[src/rtl/cram_arbiter.sv]
// Cart RAM port arbiter: the CPU owns the single-port RAM whenever it strobes;
// a two-byte backup transfer engine uses the cycles the CPU leaves free.
module cram_arbiter #(
    parameter int unsigned ADDR_W = 17
) (
    input  logic              clk_sys,
    input  logic              reset,
    input  logic              ce,
    input  logic              cpu_rd,
    input  logic              cpu_wr,
    input  logic [ADDR_W-1:0] cpu_addr,
    input  logic [7:0]        cpu_di,
    output logic [7:0]        cpu_do,
    input  logic              ram_enabled,
    input  logic              bk_req,
    input  logic              bk_we,
    input  logic [ADDR_W-2:0] bk_addr,
    input  logic [15:0]       bk_di,
    output logic [15:0]       bk_do,
    output logic              bk_ack,
    output logic              busy,
    output logic [ADDR_W-1:0] ram_addr,
    output logic [7:0]        ram_di,
    output logic              ram_we,
    input  logic [7:0]        ram_do
);

    typedef enum logic [2:0] {
        ST_IDLE,
        ST_LO,
        ST_HI,
        ST_FIN,
        ST_ACK
    } state_t;

    state_t            state_q;
    logic [ADDR_W-2:0] addr_q;
    logic [15:0]       wdata_q;
    logic              we_q;
    logic [15:0]       bk_do_q;
    logic              bk_ack_q;
    logic              busy_q;
    logic              cap_lo_q;
    logic              cap_hi_q;
    logic              cpu_rd_pend_q;
    logic [7:0]        cpu_do_q;

    logic              cpu_sel;
    logic              issue;
    logic              issue_hi;

    assign cpu_sel  = ce & (cpu_rd | cpu_wr);
    assign issue    = ~cpu_sel & ((state_q == ST_LO) | (state_q == ST_HI));
    assign issue_hi = (state_q == ST_HI);

    always_comb begin
        ram_addr = cpu_addr;
        ram_di   = cpu_di;
        ram_we   = 1'b0;
        if (cpu_sel) begin
            ram_we = cpu_wr & ram_enabled;
        end else if (issue) begin
            ram_addr = {addr_q, issue_hi};
            ram_di   = issue_hi ? wdata_q[15:8] : wdata_q[7:0];
            ram_we   = we_q;
        end
    end

    // Capture flags trail each read issue by one cycle, so a CPU steal in the
    // capture cycle cannot delay or corrupt the backup read data.
    always_ff @(posedge clk_sys or posedge reset) begin
        if (reset) begin
            state_q  <= ST_IDLE;
            addr_q   <= '0;
            wdata_q  <= '0;
            we_q     <= 1'b0;
            bk_do_q  <= '0;
            bk_ack_q <= 1'b0;
            busy_q   <= 1'b0;
            cap_lo_q <= 1'b0;
            cap_hi_q <= 1'b0;
        end else begin
            bk_ack_q <= 1'b0;
            cap_lo_q <= 1'b0;
            cap_hi_q <= 1'b0;
            if (cap_lo_q) bk_do_q[7:0]  <= ram_do;
            if (cap_hi_q) bk_do_q[15:8] <= ram_do;
            case (state_q)
                ST_IDLE: begin
                    if (bk_req) begin
                        addr_q  <= bk_addr;
                        wdata_q <= bk_di;
                        we_q    <= bk_we;
                        busy_q  <= 1'b1;
                        state_q <= ST_LO;
                    end
                end
                ST_LO: begin
                    if (!cpu_sel) begin
                        cap_lo_q <= ~we_q;
                        state_q  <= ST_HI;
                    end
                end
                ST_HI: begin
                    if (!cpu_sel) begin
                        if (we_q) begin
                            bk_ack_q <= 1'b1;
                            state_q  <= ST_ACK;
                        end else begin
                            cap_hi_q <= 1'b1;
                            state_q  <= ST_FIN;
                        end
                    end
                end
                ST_FIN: begin
                    bk_ack_q <= 1'b1;
                    state_q  <= ST_ACK;
                end
                ST_ACK: begin
                    busy_q  <= 1'b0;
                    state_q <= ST_IDLE;
                end
                default: begin
                    busy_q  <= 1'b0;
                    state_q <= ST_IDLE;
                end
            endcase
        end
    end

    always_ff @(posedge clk_sys or posedge reset) begin
        if (reset) begin
            cpu_rd_pend_q <= 1'b0;
            cpu_do_q      <= 8'hFF;
        end else begin
            cpu_rd_pend_q <= cpu_sel & cpu_rd;
            if (cpu_rd_pend_q) cpu_do_q <= ram_do;
        end
    end

    // Read data is visible in the cycle after the read and held afterwards.
    assign cpu_do = cpu_rd_pend_q ? ram_do : cpu_do_q;
    assign bk_do  = bk_do_q;
    assign bk_ack = bk_ack_q;
    assign busy   = busy_q;

endmodule

[config.mk]
export PLATFORM = sky130hd
export DESIGN_NAME = cram_arbiter
export DESIGN_NICKNAME = d
export VERILOG_FILES = /design/src/rtl/cram_arbiter.sv
export SDC_FILE = /design/constraint.sdc
export NUM_CORES = 1
export LEC_CHECK = 0
export BUFFER_PORTS_ARGS = -buffer_cell sky130_fd_sc_hd__clkbuf_2
export CORE_UTILIZATION = 37
export CTS_CLUSTER_DIAMETER = 150
export DETAILED_ROUTE_END_ITERATION = 6
export PLACE_DENSITY_LB_ADDON = 0.05
export SLEW_MARGIN = 0
export SYNTH_ARGS = -nofsm -noshare
export SYNTH_HDL_FRONTEND = slang
export SYNTH_SLANG_ARGS = --single-unit
[constraint.sdc]
create_clock -name clk_sys -period 2.7 [get_ports clk_sys]
set_input_delay 0.405 -clock clk_sys [delete_from_list [all_inputs] [get_ports clk_sys]]
set_output_delay 0.405 -clock clk_sys [all_outputs]
set_load 0.02 [all_outputs]
# --- After elaboration in Yosys (flattened, before gate mapping) ---
# Index checks and enable logic that the tools add are counted.
classes:
  shifts: 0
  n_mux: 23
  multipliers: 0
  eq_ne: 6
  n_lt_le_gt_ge: 0
  div: 0
  bitwise: 9
  reduce_logical: 5
  addsub: 0
ops:
  columns: ["op", "n"]
  rows:
  - ["$mux W17", 2]
  - ["$mux W8", 4]
  - ["$mux W3", 4]
  - ["$pmux W3 S4", 1]
  - ["$mux W1", 10]
  - ["$eq A3 B2 Y1 const B", 2]
  - ["$ne A2 B2 Y1 const B", 3]
  - ["$and A1 B1 Y1", 4]
  - ["$pmux W1 S2", 2]
  - ["$reduce_and A2 Y1", 2]
  - ["$eq A3 B1 Y1 const B", 1]
  - ["$logic_not A3 Y1", 1]
  - ["$not A1 Y1", 3]
  - ["$reduce_and A3 Y1", 1]
  - ["$reduce_or A3 Y1", 1]
  - ["$or A1 B1 Y1", 2]
totals:
  rom_bits: 0
  regBits: 65
  inputBits: 73
  n_memories: 0
  ram_bits: 0
  latch_bits: 0
  output_inout_bits: 52
  wordCells: 55

# --- Logic depth before layout (Yosys ltp) ---
depth:
  depth_word: 6
  mapped_depth: 5
  mapped_depth_nobuf: 3

# --- Worst setup path before layout ---
# No wires, ideal clock.
synth_path:
  kind: "reg2out"
  from: "register state_q[1]"
  to: "output port ram_addr[10]"
  required_time_ps: 2295
  slack_ps: 643
  path_stages_with_launch: 6
  arrival_ps: 1652
  path_buffers: 2
  path_cell_list: "dfrtp_1 -> buf_6 -> nand2b_4 -> a211oi_4 -> buf_6 -> mux2_1"
synth_between:
  elab_chain_cells: 5
  word_cells_on_any_way: 6
  cone_classes: "eq/ne: 2; mux: 2; bitwise: 2"
synth_lines:
  columns: ["element", "line", "text"]
  rows:
  - ["start: declaration", "36", "state_t state_q;"]
  - ["start signal: assignment", "73", "state_q <= ST_IDLE;"]
  - ["start signal: assignment", "95", "state_q <= ST_LO;"]
  - ["start signal: assignment", "101", "state_q <= ST_HI;"]
  - ["$eq A3 B1 Y1 or $eq A3 B2 Y1 (tied branches)", "53", "assign issue = ~cpu_sel & ((state_q == ST_LO) | (state_q == ST_HI));"]
  - ["$or A1 B1 Y1 (*)", "53", null]
  - ["$and A1 B1 Y1 (*)", "53", null]
  - ["$mux W17 (*)", "62", "end else if (issue) begin"]
  - ["$mux W17 (*)", "60", "if (cpu_sel) begin"]
  - ["end: declaration", "22", "output logic [ADDR_W-1:0] ram_addr,"]
# Mark *: on every way between the ends. The rest lies on a longest branch, timed or not.

# --- Worst setup path after layout ---
layout_path:
  from: "register state_q[1]"
  to: "output port ram_di[3]"
layout_between:
  elab_chain_cells: 5
  word_cells_on_any_way: 7
  cone_classes: "eq/ne: 2; mux: 3; bitwise: 2"
layout_lines:
  columns: ["element", "line", "text"]
  rows:
  - ["$eq A3 B1 Y1 or $eq A3 B2 Y1 (tied branches)", "53, 54", null]
  - ["$or A1 B1 Y1", "53", null]
  - ["$and A1 B1 Y1", "53", null]
  - ["$mux W8 (*)", "62", null]
  - ["$mux W8 (*)", "60", null]
  - ["end: declaration", "23", "output logic [7:0] ram_di,"]
# Marks and branches as above.

==> run metrics <==
vias per cell 4.606; Rel. slew slack 60.78%; layout cells sized above 1 69.58%; DRT antenna net count 0; GRT Residual Overflow 0; initial drt markers 47; syn nets 269; Least-Margin Pin Slew 0.5859 ns; RSZ-0062 raised after global routing false; most frequent cells after synthesis mux2_2 (69), dfrtp_1 (57), mux2_1 (19); Syn Inst Count 196; Root Buffer clkbuf_8; vias in the first global route 2043; Max VDD drop 0.5238 mV; IO Port Bufs 124; first-pass GRT wire length 10020 um; status finished, final reports clean; Final Hold Viols 0; CP startpoint kind register; Netlist Area Pre-Place 0.002938 mm2; final net count 400; crit path capture type output port; PostCTS Resize Cnt 0; Pleak 1.868 nW; initial antenna violation count 0; critical path arrival 2.13 ns; asr flop ratio synth 100.0%; row count 32; leading post-synthesis cells by cell area dfrtp_1 (49%), mux2_2 (26%), mux2_1 (7.3%); Clock Sinks 65; Netlist cell types 26; crit path time final 2.532 ns; DP Wirelength 4517 um; synth warn 0; GPL Wtd Cong 0.6984; R2R Path Start state_q[0]; Post-synth EDFFs 0; DR WL/cell 13.85 um; CTS tree yes; Reg2Reg Capture Point addr_q[4]; hold buffers post-CTS 0; CTS clk-pin slew, worst paths 0.07 ns; R2R depth 3; Global Route Usage Sum 15.62%; register bit total from synthesis 65; top-count cell post-synth mux2_2; drc violations 0; final setup fails 0; postcts setup bufs 0; period utilization 93.78%; largest net degree at the start of global routing 27; Pwr Density 1179 mW/mm2; CP max FO 10; synthesis-to-layout area growth 33.31%; MaxCap Viol Count 0; Synth Area per Inst 14.99 um2; maximum clock insertion buffer count 2; CP required 2.30 ns; Die H 91.11 um; top-area cell type share of the netlist area 48.55%; Crit Path Class register to output port; clk_lat worst skew 0.33 ns; Worst Setup SP state_q[1]; diode count 0; skew final 0.005927 ns; largest area contributor in the netlist dfrtp_1; fmax 395.0 MHz; hold slack 0.05415 ns; Ports 125; Seq/Total Area, Yosys 55.71%; DR pass1 iterations 3; detailed-route via count 1999; reg-to-reg slack, setup 0.73 ns; Horiz. Die Dim 91.11 um; TNS Setup 0 ns; cts bufs inserted 9; most common flop cell mapped by yosys dfrtp_1; Die ar. 0.008300 mm2; core area 0.007687 mm2; Hold WC Path Type primary input to asynchronous set/reset pin; H-tree depth 3; Final Slew Violations 0; CP endpoint ram_di[3]; total wire length 6009 um; Initial Util 38.22%
-- cell type report --
class                           count  area, um2
Sequential cell                    65       1637
Multi-Input combinational cell    115       1209
Tap cell                          102      127.6
Fill cell                         747       3771
Clock buffer                       11      141.4
Clock inverter                      5      102.6
Inverter                            4      15.01
Timing Repair Buffer              132      684.4
-- flip-flops by register name (all words and copies together) (netlist names), 3 cells and up --
| signal | cells |
|---|---|
| bk_do | 16 |
| state_q | 3 |
| wdata_q | 16 |
| addr_q | 16 |
| cpu_do_q | 8 |
-- per-stage QoR --
step / cell area (um2) / util, % / total power [mW] / cells / setup WS, ns
floorplan: 2938 / - / 3.135 / 196 / 0.6426
global placement: 3669 / 47.72 / 3.630 / 418 / 0.4855
detailed placement: 3669 / 47.72 / 3.662 / 418 / 0.4472
CTS: 3913 / 50.90 / 4.683 / 434 / 0.07815
global route: 3916 / 50.94 / 4.915 / 434 / 0.02792
finish: 3916 / 50.94 / 4.617 / 434 / 0.1681
-- metal layers --
| metal | GRT usage (%) | vias up | wire length, um |
|---|---|---|---|
| met5 | 0 | - | 0 |
| met4 | 3.175 | 0 | 47 |
| met3 | 6.449 | 5 | 383 |
| met2 | 25.88 | 69 | 2913 |
| met1 | 19.17 | 961 | 2664 |
| li1 | - | 964 | - |
-- critical path: stages, from the launching register on --
cell      delay [ns]
dfrtp_1         0.55
nor3b_2         0.22
buf_4           0.22
mux2_2          0.36
mux2_1          0.29
clkbuf_2        0.16
-- where the power goes --
part           internal (mW)  switching, mW  total [mW]
logic                  0.963          0.947        1.91
registers               1.42          0.283        1.71
clock network          0.638          0.363        1.00
-- layout by cell type, fill, tap and decap left out --
| cell type | n |
|---|---|
| clkbuf_2 | 124 |
| dfrtp_1 | 57 |
| nor4b_4 | 1 |
| clkinvlp_4 | 1 |
| nand2b_4 | 2 |
| bufinv_16 | 3 |
| mux2_1 | 19 |
| nor4_1 | 1 |
| buf_6 | 1 |
| mux2_2 | 69 |
| inv_2 | 1 |
| nand2_1 | 2 |
| a32o_1 | 1 |
| a21oi_1 | 3 |
| a311oi_1 | 1 |
| buf_4 | 7 |
| and3_1 | 1 |
| nor3b_1 | 2 |
| nor2_1 | 2 |
| nor2b_1 | 1 |
| and2_1 | 1 |
| clkinv_2 | 1 |
| o21a_1 | 2 |
| clkbuf_1 | 1 |
| clkbuf_8 | 10 |
| nor3b_2 | 1 |
| o21ai_0 | 3 |
| dfstp_2 | 8 |
| nor3_1 | 1 |
| o21ba_2 | 1 |
| inv_1 | 3 |
| a211oi_4 | 1 |
-- kinds of logic after synthesis --
| logic type | Yosys count | synth area share (%) |
|---|---|---|
| AO/OA/AOI/OAI | 12 | 3.194 |
| buffers and inverters | 16 | 3.322 |
| flip-flops | 65 | 55.71 |
| multiplexers | 88 | 33.73 |
| AND/OR/NAND/NOR | 15 | 4.047 |
-- worst min-delay path by stage --
stage                  to  slack [ns]  cells after the start
5_1_grt        state_q[1]        0.07                      2
3_5_place_dp     bk_do[6]        0.43                      2
6_report         bk_do[6]        0.05                      2
2_1_floorplan  wdata_q[2]        0.45                      1
3_3_place_gp     bk_do[6]        0.43                      2
4_1_cts        wdata_q[7]        0.06                      2
No activity file was read; power rests on OpenSTA's default activity.
